`config.mk`:
```
export PLATFORM = sky130hd
export DESIGN_NAME = dm_abstract_ctrl
export DESIGN_NICKNAME = d
export VERILOG_FILES = /design/src/rtl/dm_abstract_ctrl.sv
export SDC_FILE = /design/constraint.sdc
export NUM_CORES = 1
export LEC_CHECK = 0
export CORE_MARGIN = 2
export CORE_UTILIZATION = 30
export DETAILED_ROUTE_END_ITERATION = 7
export GPL_TIMING_DRIVEN = 1
export RECOVER_POWER = 50
export SYNTH_ARGS = -nofsm -noshare
export SYNTH_HDL_FRONTEND = slang
export SYNTH_SLANG_ARGS = --single-unit
```
`constraint.sdc`:
```
create_clock -name clk -period 3.8 [get_ports clk]
set_input_delay 0.95 -clock clk [delete_from_list [all_inputs] [get_ports clk]]
set_output_delay 0.95 -clock clk [all_outputs]
set_load 0.03 [all_outputs]
```
`src/rtl/dm_abstract_ctrl.sv`:
```
// Abstract-command sequencer: decodes DMI command writes, selects the debug-ROM
// routine and fix-up field, handshakes with the halted hart and owns busy/cmderr.
module dm_abstract_ctrl #(
   parameter int unsigned TIMEOUT_CYCLES = 4096
) (
   input  logic        clk,
   input  logic        rst,
   input  logic        cmd_valid,
   input  logic [31:0] cmd,
   input  logic [2:0]  cmderr_clr,
   input  logic        hart_halted,
   input  logic        hart_going,
   input  logic        hart_done,
   input  logic        hart_exception,
   output logic        go,
   output logic [2:0]  cmd_sel,
   output logic [11:0] instr_fix,
   output logic        busy,
   output logic [2:0]  cmderr
);

   localparam int unsigned CNT_W = (TIMEOUT_CYCLES > 2) ? $clog2(TIMEOUT_CYCLES) : 1;
   localparam logic [CNT_W-1:0] CNT_MAX = CNT_W'(TIMEOUT_CYCLES - 1);

   typedef enum logic [1:0] {IDLE, GO, WAIT} state_t;

   state_t           state;
   logic [CNT_W-1:0] cnt;

   logic [7:0]  cmdtype;
   logic [2:0]  size;
   logic        transfer, write, is_reg, is_mem, is_gpr, is_csr, cmd_bad;
   logic [15:0] regno;

   always_comb begin
      cmdtype  = cmd[31:24];
      size     = cmd[22:20];
      transfer = cmd[17];
      write    = cmd[16];
      regno    = cmd[15:0];
      is_reg   = (cmdtype == 8'd0);
      is_mem   = (cmdtype == 8'd2);
      is_gpr   = (regno[15:5] == 11'h080);
      is_csr   = (regno[15:12] == 4'h0);
      cmd_bad  = !(is_reg || is_mem)
               || (is_reg && cmd[18])
               || (is_mem && cmd[19])
               || (is_reg && transfer && size != 3'd2)
               || (is_mem && size > 3'd2)
               || (is_reg && transfer && !is_gpr && !is_csr);
   end

   always_ff @(posedge clk) begin
      if (rst) begin
         state     <= IDLE;
         cnt       <= '0;
         go        <= 1'b0;
         cmd_sel   <= '0;
         instr_fix <= '0;
         busy      <= 1'b0;
         cmderr    <= '0;
      end else begin
         // W1C clear; any error raised below in this cycle overwrites it
         cmderr <= cmderr & ~cmderr_clr;
         if (cmd_valid && busy && cmderr == 3'd0)
            cmderr <= 3'd1;
         case (state)
            IDLE: begin
               // busy high in IDLE only for the single cycle of a transfer=0 command
               busy <= 1'b0;
               if (cmd_valid && !busy && cmderr == 3'd0) begin
                  if (!hart_halted)
                     cmderr <= 3'd4;
                  else if (cmd_bad)
                     cmderr <= 3'd2;
                  else if (is_reg && !transfer)
                     busy <= 1'b1;
                  else begin
                     if (is_mem) begin
                        instr_fix <= {9'b0, size};
                        cmd_sel   <= write ? 3'd4 : 3'd5;
                     end else if (is_gpr) begin
                        instr_fix <= {7'b0, regno[4:0]};
                        cmd_sel   <= write ? 3'd0 : 3'd1;
                     end else begin
                        instr_fix <= regno[11:0];
                        cmd_sel   <= write ? 3'd2 : 3'd3;
                     end
                     busy  <= 1'b1;
                     go    <= 1'b1;
                     cnt   <= '0;
                     state <= GO;
                  end
               end
            end
            GO: begin
               cnt <= cnt + 1'b1;
               if (hart_going) begin
                  go  <= 1'b0;
                  cnt <= '0;
                  if (hart_exception) begin
                     cmderr <= 3'd3;
                     busy   <= 1'b0;
                     state  <= IDLE;
                  end else if (hart_done) begin
                     busy  <= 1'b0;
                     state <= IDLE;
                  end else
                     state <= WAIT;
               end else if (cnt == CNT_MAX) begin
                  cmderr <= 3'd3;
                  busy   <= 1'b0;
                  go     <= 1'b0;
                  state  <= IDLE;
               end
            end
            WAIT: begin
               cnt <= cnt + 1'b1;
               if (hart_exception || cnt == CNT_MAX) begin
                  cmderr <= 3'd3;
                  busy   <= 1'b0;
                  go     <= 1'b0;
                  state  <= IDLE;
               end else if (hart_done) begin
                  busy  <= 1'b0;
                  state <= IDLE;
               end
            end
            default: state <= IDLE;
         endcase
      end
   end

endmodule

```
## Word-level counts from Yosys, hierarchy flattened

Index checks and enable logic that the tools add are counted.

- Word-level logic and storage cells: 109
- Register bits: 34
- Output and inout port bits: 20

- Multiplexer cells: 49
- Reduce and logical (&&, ||, !) cells: 34
- Eq/ne operators: 13
- Bitwise logic cells: 4
- $add $sub $neg: 1
- Magnitude comparators: 1

Operators with widths:

| cell | count |
|---|---|
| 2-to-1 mux 12 bit | 7 |
| case mux 12 bit (3 select lines) | 1 |
| 2-to-1 mux 3 bit | 9 |
| 2-to-1 mux 2 bit | 11 |
| 2-to-1 mux 1 bit | 17 |
| adder 12 x 1 -> 12 bit, second input constant | 1 |
| == test 12 bit, second input constant | 1 |
| logical AND 1 bit | 12 |
| == test 11 x 8 -> 1 bit, second input constant | 1 |
| inequality test 2 bit, second input constant | 5 |
| AND reduction 5 bit | 2 |
| case mux 3 bit (3 select lines) | 1 |
| == test 8 x 2 -> 1 bit, second input constant | 1 |
| logical NOT 8 bit | 1 |
| logical OR 1 bit | 7 |
| AND reduction 7 bit | 1 |
| inequality test 3 bit, second input constant | 2 |
| case mux 1 bit (3 select lines) | 2 |
| case mux 2 bit (3 select lines) | 1 |
| AND reduction 6 bit | 1 |
| logical NOT 1 bit | 5 |
| logical NOT 4 bit | 1 |
| AND 3 bit | 1 |
| greater-than comparator 3 x 2 -> 1 bit, second input constant | 1 |
| other kinds (9) | 10 |

## Longest topological paths before layout

- Depth in word-level cells: 12
- Gate-level depth with buffers: 10

## Worst setup path after synthesis

No wires, ideal clock.

- Path type: in2reg
- Start point: input port cmd[8]
- End point: register cnt[9]
- Slack: 1,037 ps
- Setup time: 84 ps
- Cell stages on the path: 7
- Buffers on the path: 1
- Arrival: 2,678 ps
- Cell sequence: or4_4 -> o41ai_4 -> a31o_4 -> a22oi_4 -> or3_1 -> buf_6 -> o31ai_2

- Word-level cells in the longest chain between the ends: 7

RTL lines:

| what | RTL line | text |
|---|---|---|
| from (decl) | 9 | `input logic [31:0] cmd,` |
| == test 11 x 8 -> 1 bit | 43 | `is_gpr = (regno[15:5] == 11'h080);` |
| logical NOT 1 bit | 50 | `\|\| (is_reg && transfer && !is_gpr && !is_csr);` |
| logical AND 1 bit (2 in series) | 50 |  |
| logical OR 1 bit | 50 |  |
| inequality test 2 bit (no source line) | -- |  |
| AND reduction 5 bit (no source line) | -- |  |
| to (signal assigned) | 97 | `cnt <= cnt + 1'b1;` |
| to (signal assigned) | 118 | `cnt <= cnt + 1'b1;` |
| to (decl) | 28 | `logic [CNT_W-1:0] cnt;` |

Every way passes these cells.
A chain may end at the register's enable or synchronous reset.

## Final worst setup path

- Start point: input port cmd[8]
- End point: register cnt[5]

The elaborated chain is that of the path after synthesis.

==> impl_metrics.csv <==
group,metric,value,unit
detailed_routing,routed_via_density,5.17,
layout,fillCellCount,631,
synth,ys_async_sr_fraction,0,%
setup_path,arrival,3.65,ns
synth,yosysTopAreaCell,"dfxtp_1",
pwr,power.internal,552,uW
grt,grt.met3_usage,3.66,%
synth,synthesis.nets,279,
clocking,post_cts_resized,0,
pwr,p_switching,162,uW
run_status,status,"complete, no violations",
pwr,p_seq_share,50.3,%
pwr,power_leakage,0.000974,uW
synth,ys_seq_area_share,35.8,%
floorplanning,die_area,7000,sq um
sta,rsz0062_at_grt,"no",
sta,slew-limit-headroom,46.5,%
detailed_routing,first_pass_iters,4,
detailed_routing,wl_per_cell,13.8,microns
clocking,post_cts_buffers,0,
layout,insertedDiodeCount,0,
sta,tns,0,ns
hold_path,hp-start,"instr_fix[7]",
synth,yosysWarningCount,0,
clocking,ctsHtreeMaxLevel,2,
hold_path,hold_class,"reg -> reg",
setup_path,worstRegToRegCells,7,
sta,worst_slew_pin_slew,0.795,ns
setup_path,reg2reg_slack,1.25,ns
setup_path,critPathCaptureType,"flop",
synth,yosysTopAreaCellShare,35.8,%
clocking,cts-root-buf,"clkbuf_8",
detailed_routing,dr_total_vias,1906,
floorplanning,start_util,30.5,%
synth,synth_area_leaders,"dfxtp_1 36%, nand3_1 6.0%, a21oi_1 5.0%, nand2_1 4.9%, nor2_1 4.3%",
layout,drive_above_1_share,7.88,%
floorplanning,core,6240,sq um
clocking,cts_num_sinks,34,
setup_path,worstPathMaxFanout,15,
sta,worst_hold_slack,0.447,ns
synth,synth_edf_count,0,
layout,fin_nets,338,
sta,fmax,289,MHz
hold_path,min_path_cells,2,
placement,portBuffers,60,
sta,skew,0.00745,ns
floorplanning,die_w,83.6,microns
grt,grt_antenna_before_repair,0,
grt,track_usage,14.9,%
grt,grt-busiest-layer,"met2",
floorplanning,io-pin-count,62,
synth,syn_area,1900,sq um
sta,setup-violations-final,0,
setup_path,endpoint,"cnt[5]",
detailed_routing,routed_wl,5110,microns
synth,synth_seq_cells,34,
grt,met1_usage,20.3,%
clocking,cts_tree,"yes",
clocking,cts_made_buffers,5,
synth,avgSynthCellArea,8.20,sq um
sta,hold_viol,0,
clocking,cts.reportedPaths.clkPinSlew,0.07,ns
placement,dpl_cell_area,2570,sq um
synth,synth_cells,232,
detailed_routing,drcViolationCount,0,
floorplanning,die_h,83.6,microns
synth,ys_types,45,
setup_path,critPathLaunch,"cmd[8]",
pwr,peakVddDrop,0.127,mV
setup_path,cp.required,4.00,ns
pwr,power_frac_comb,11.1,%
flow_run,maxCapViolCount,0,
detailed_routing,drt_iter0_markers,82,
clocking,clockBufferDepth,2,
clocking,clk_latency,0.29,ns
layout,stdcell_area,2640,sq um
grt,grt_pass1_wl,8630,microns
grt,grt_max_degree,28,
setup_path,start_kind,"primary input",
grt,grt_pass1_vias,1833,
grt,grt_overflow,0,
placement,hpwl,3780,microns
layout,area_delta_synth_final,38.8,%
setup_path,timing.rr.start,"state[0]",
sta,fin_crit,3.46,ns
sta,finalMaxSlewViolations,0,
sta,finalCritPeriodShare,91.0,%
synth,synth-main-ff-cell,"dfxtp_1",
pwr,p_clk_share,38.6,%
detailed_routing,antenna_left,0,
setup_path,critPathKind,"in -> reg",
grt,grtUsageMet2,23.2,%
setup_path,rr_endpoint,"cnt[5]",
floorplanning,fp-row-count,29,
placement,gp_congestion,0.816,
pwr,switching_share,22.7,%
clocking,ctsHoldBuffers,0,
pwr,p_per_area,270,nW/um^2
cells by family after synthesis:
group / Yosys count / share of synthesized area [%]
flip-flops: 34 / 35.8
multiplexers: 4 / 2.17
adder cells (fa/ha/maj): 5 / 3.29
AND/OR/NAND/NOR: 101 / 26.8
AO/OA/AOI/OAI: 67 / 27.2
buffers and inverters: 21 / 4.80
worst max-delay path: stages:
cell and delay (ns):
clkdlybuf4s50_1 0.43, or4_4 0.55, o41ai_1 0.48, a31o_4 0.28
a22oi_4 0.13, or3_1 0.57, o41ai_2 0.26
cell type report:
class                   count  area, sq um  area share (%)
clock inverters             1         5.00           0.189
inverters                  10         37.5            1.42
clock buffers               7         86.3            3.27
well taps                  77         96.3            3.65
flip-flops and latches     34          681            25.8
multi-input cells         177         1110            42.1
repair buffers             63          623            23.6
routing by layer:
metal  share of wire, %  vias up  routed length [microns]
met5                  0        -                        0
met1                 51      876                     2620
met3                4.7        4                      240
li1                   -      972                        -
met4                1.1        0                       54
met2                 43       54                     2200
worst min path at each step:
stage	endpoint	slack [ns]
3_3_place_gp	instr_fix[10]	0.44
2_1_floorplan	cnt[1]	0.45
6_report	instr_fix[7]	0.45
3_5_place_dp	instr_fix[7]	0.44
5_1_grt	cmd_sel[1]	0.47
4_1_cts	instr_fix[7]	0.45
power groups by stage:
stage | Sequential, uW | Combinational [uW] | Clock, uW
global placement | 367 | 81.5 | 0
global route | 359 | 85.7 | 306
detailed placement | 367 | 81.5 | 0
finish | 359 | 79.4 | 275
CTS | 359 | 82.1 | 288
floorplan | 369 | 22.8 | 0
through the flow:
stage	setup slack, ns	power [uW]	utilization (%)	instances
global placement	0.274	449	41.2	361
detailed placement	0.257	448	41.2	361
finish	0.343	713	42.3	369
floorplan	1.04	392	-	232
CTS	0.558	729	42.6	369
global route	0.136	750	42.3	369
synth_stat cells (2+ instances only):
cell type / count
nor3_1: 3
o32ai_2: 2
nor2b_1: 2
o31ai_2: 3
o211ai_1: 8
nand2b_1: 4
a21boi_0: 2
clkbuf_1: 8
nor2_1: 22
and2_1: 5
nor3b_1: 2
mux2i_1: 3
ha_1: 5
inv_1: 10
nor4_2: 2
nand2_1: 25
a31oi_1: 7
nor4_1: 2
nand4_1: 2
dfxtp_1: 34
a21oi_1: 19
o21ai_0: 9
or3_1: 2
nand3_1: 23
nand3b_1: 3
a211oi_1: 6
placed cells by master, fill, tap and decap left out, types with 3 or more instances in the layout:
| cell type | instances |
|---|---|
| clkdlybuf4s50_1 | 40 |
| dfxtp_1 | 34 |
| nand2_1 | 25 |
| nand3_1 | 23 |
| nor2_1 | 22 |
| dlygate4sd3_1 | 20 |
| a21oi_1 | 19 |
| inv_1 | 10 |
| o21ai_0 | 9 |
| o211ai_1 | 8 |
| a31oi_1 | 7 |
| a211oi_1 | 6 |
| clkbuf_8 | 6 |
| ha_1 | 5 |
| nand2b_1 | 4 |
| and2_1 | 4 |
| nor3_1 | 3 |
| nand3b_1 | 3 |
| o31ai_2 | 3 |
| mux2i_1 | 3 |
| buf_4 | 3 |
flip-flops by register name (all words and copies together) (netlist names):
name,flops
go,1
busy,1
cmd_sel,3
cnt,12
state,2
instr_fix,12
cmderr,3
Power figures use the tool's default switching activity.
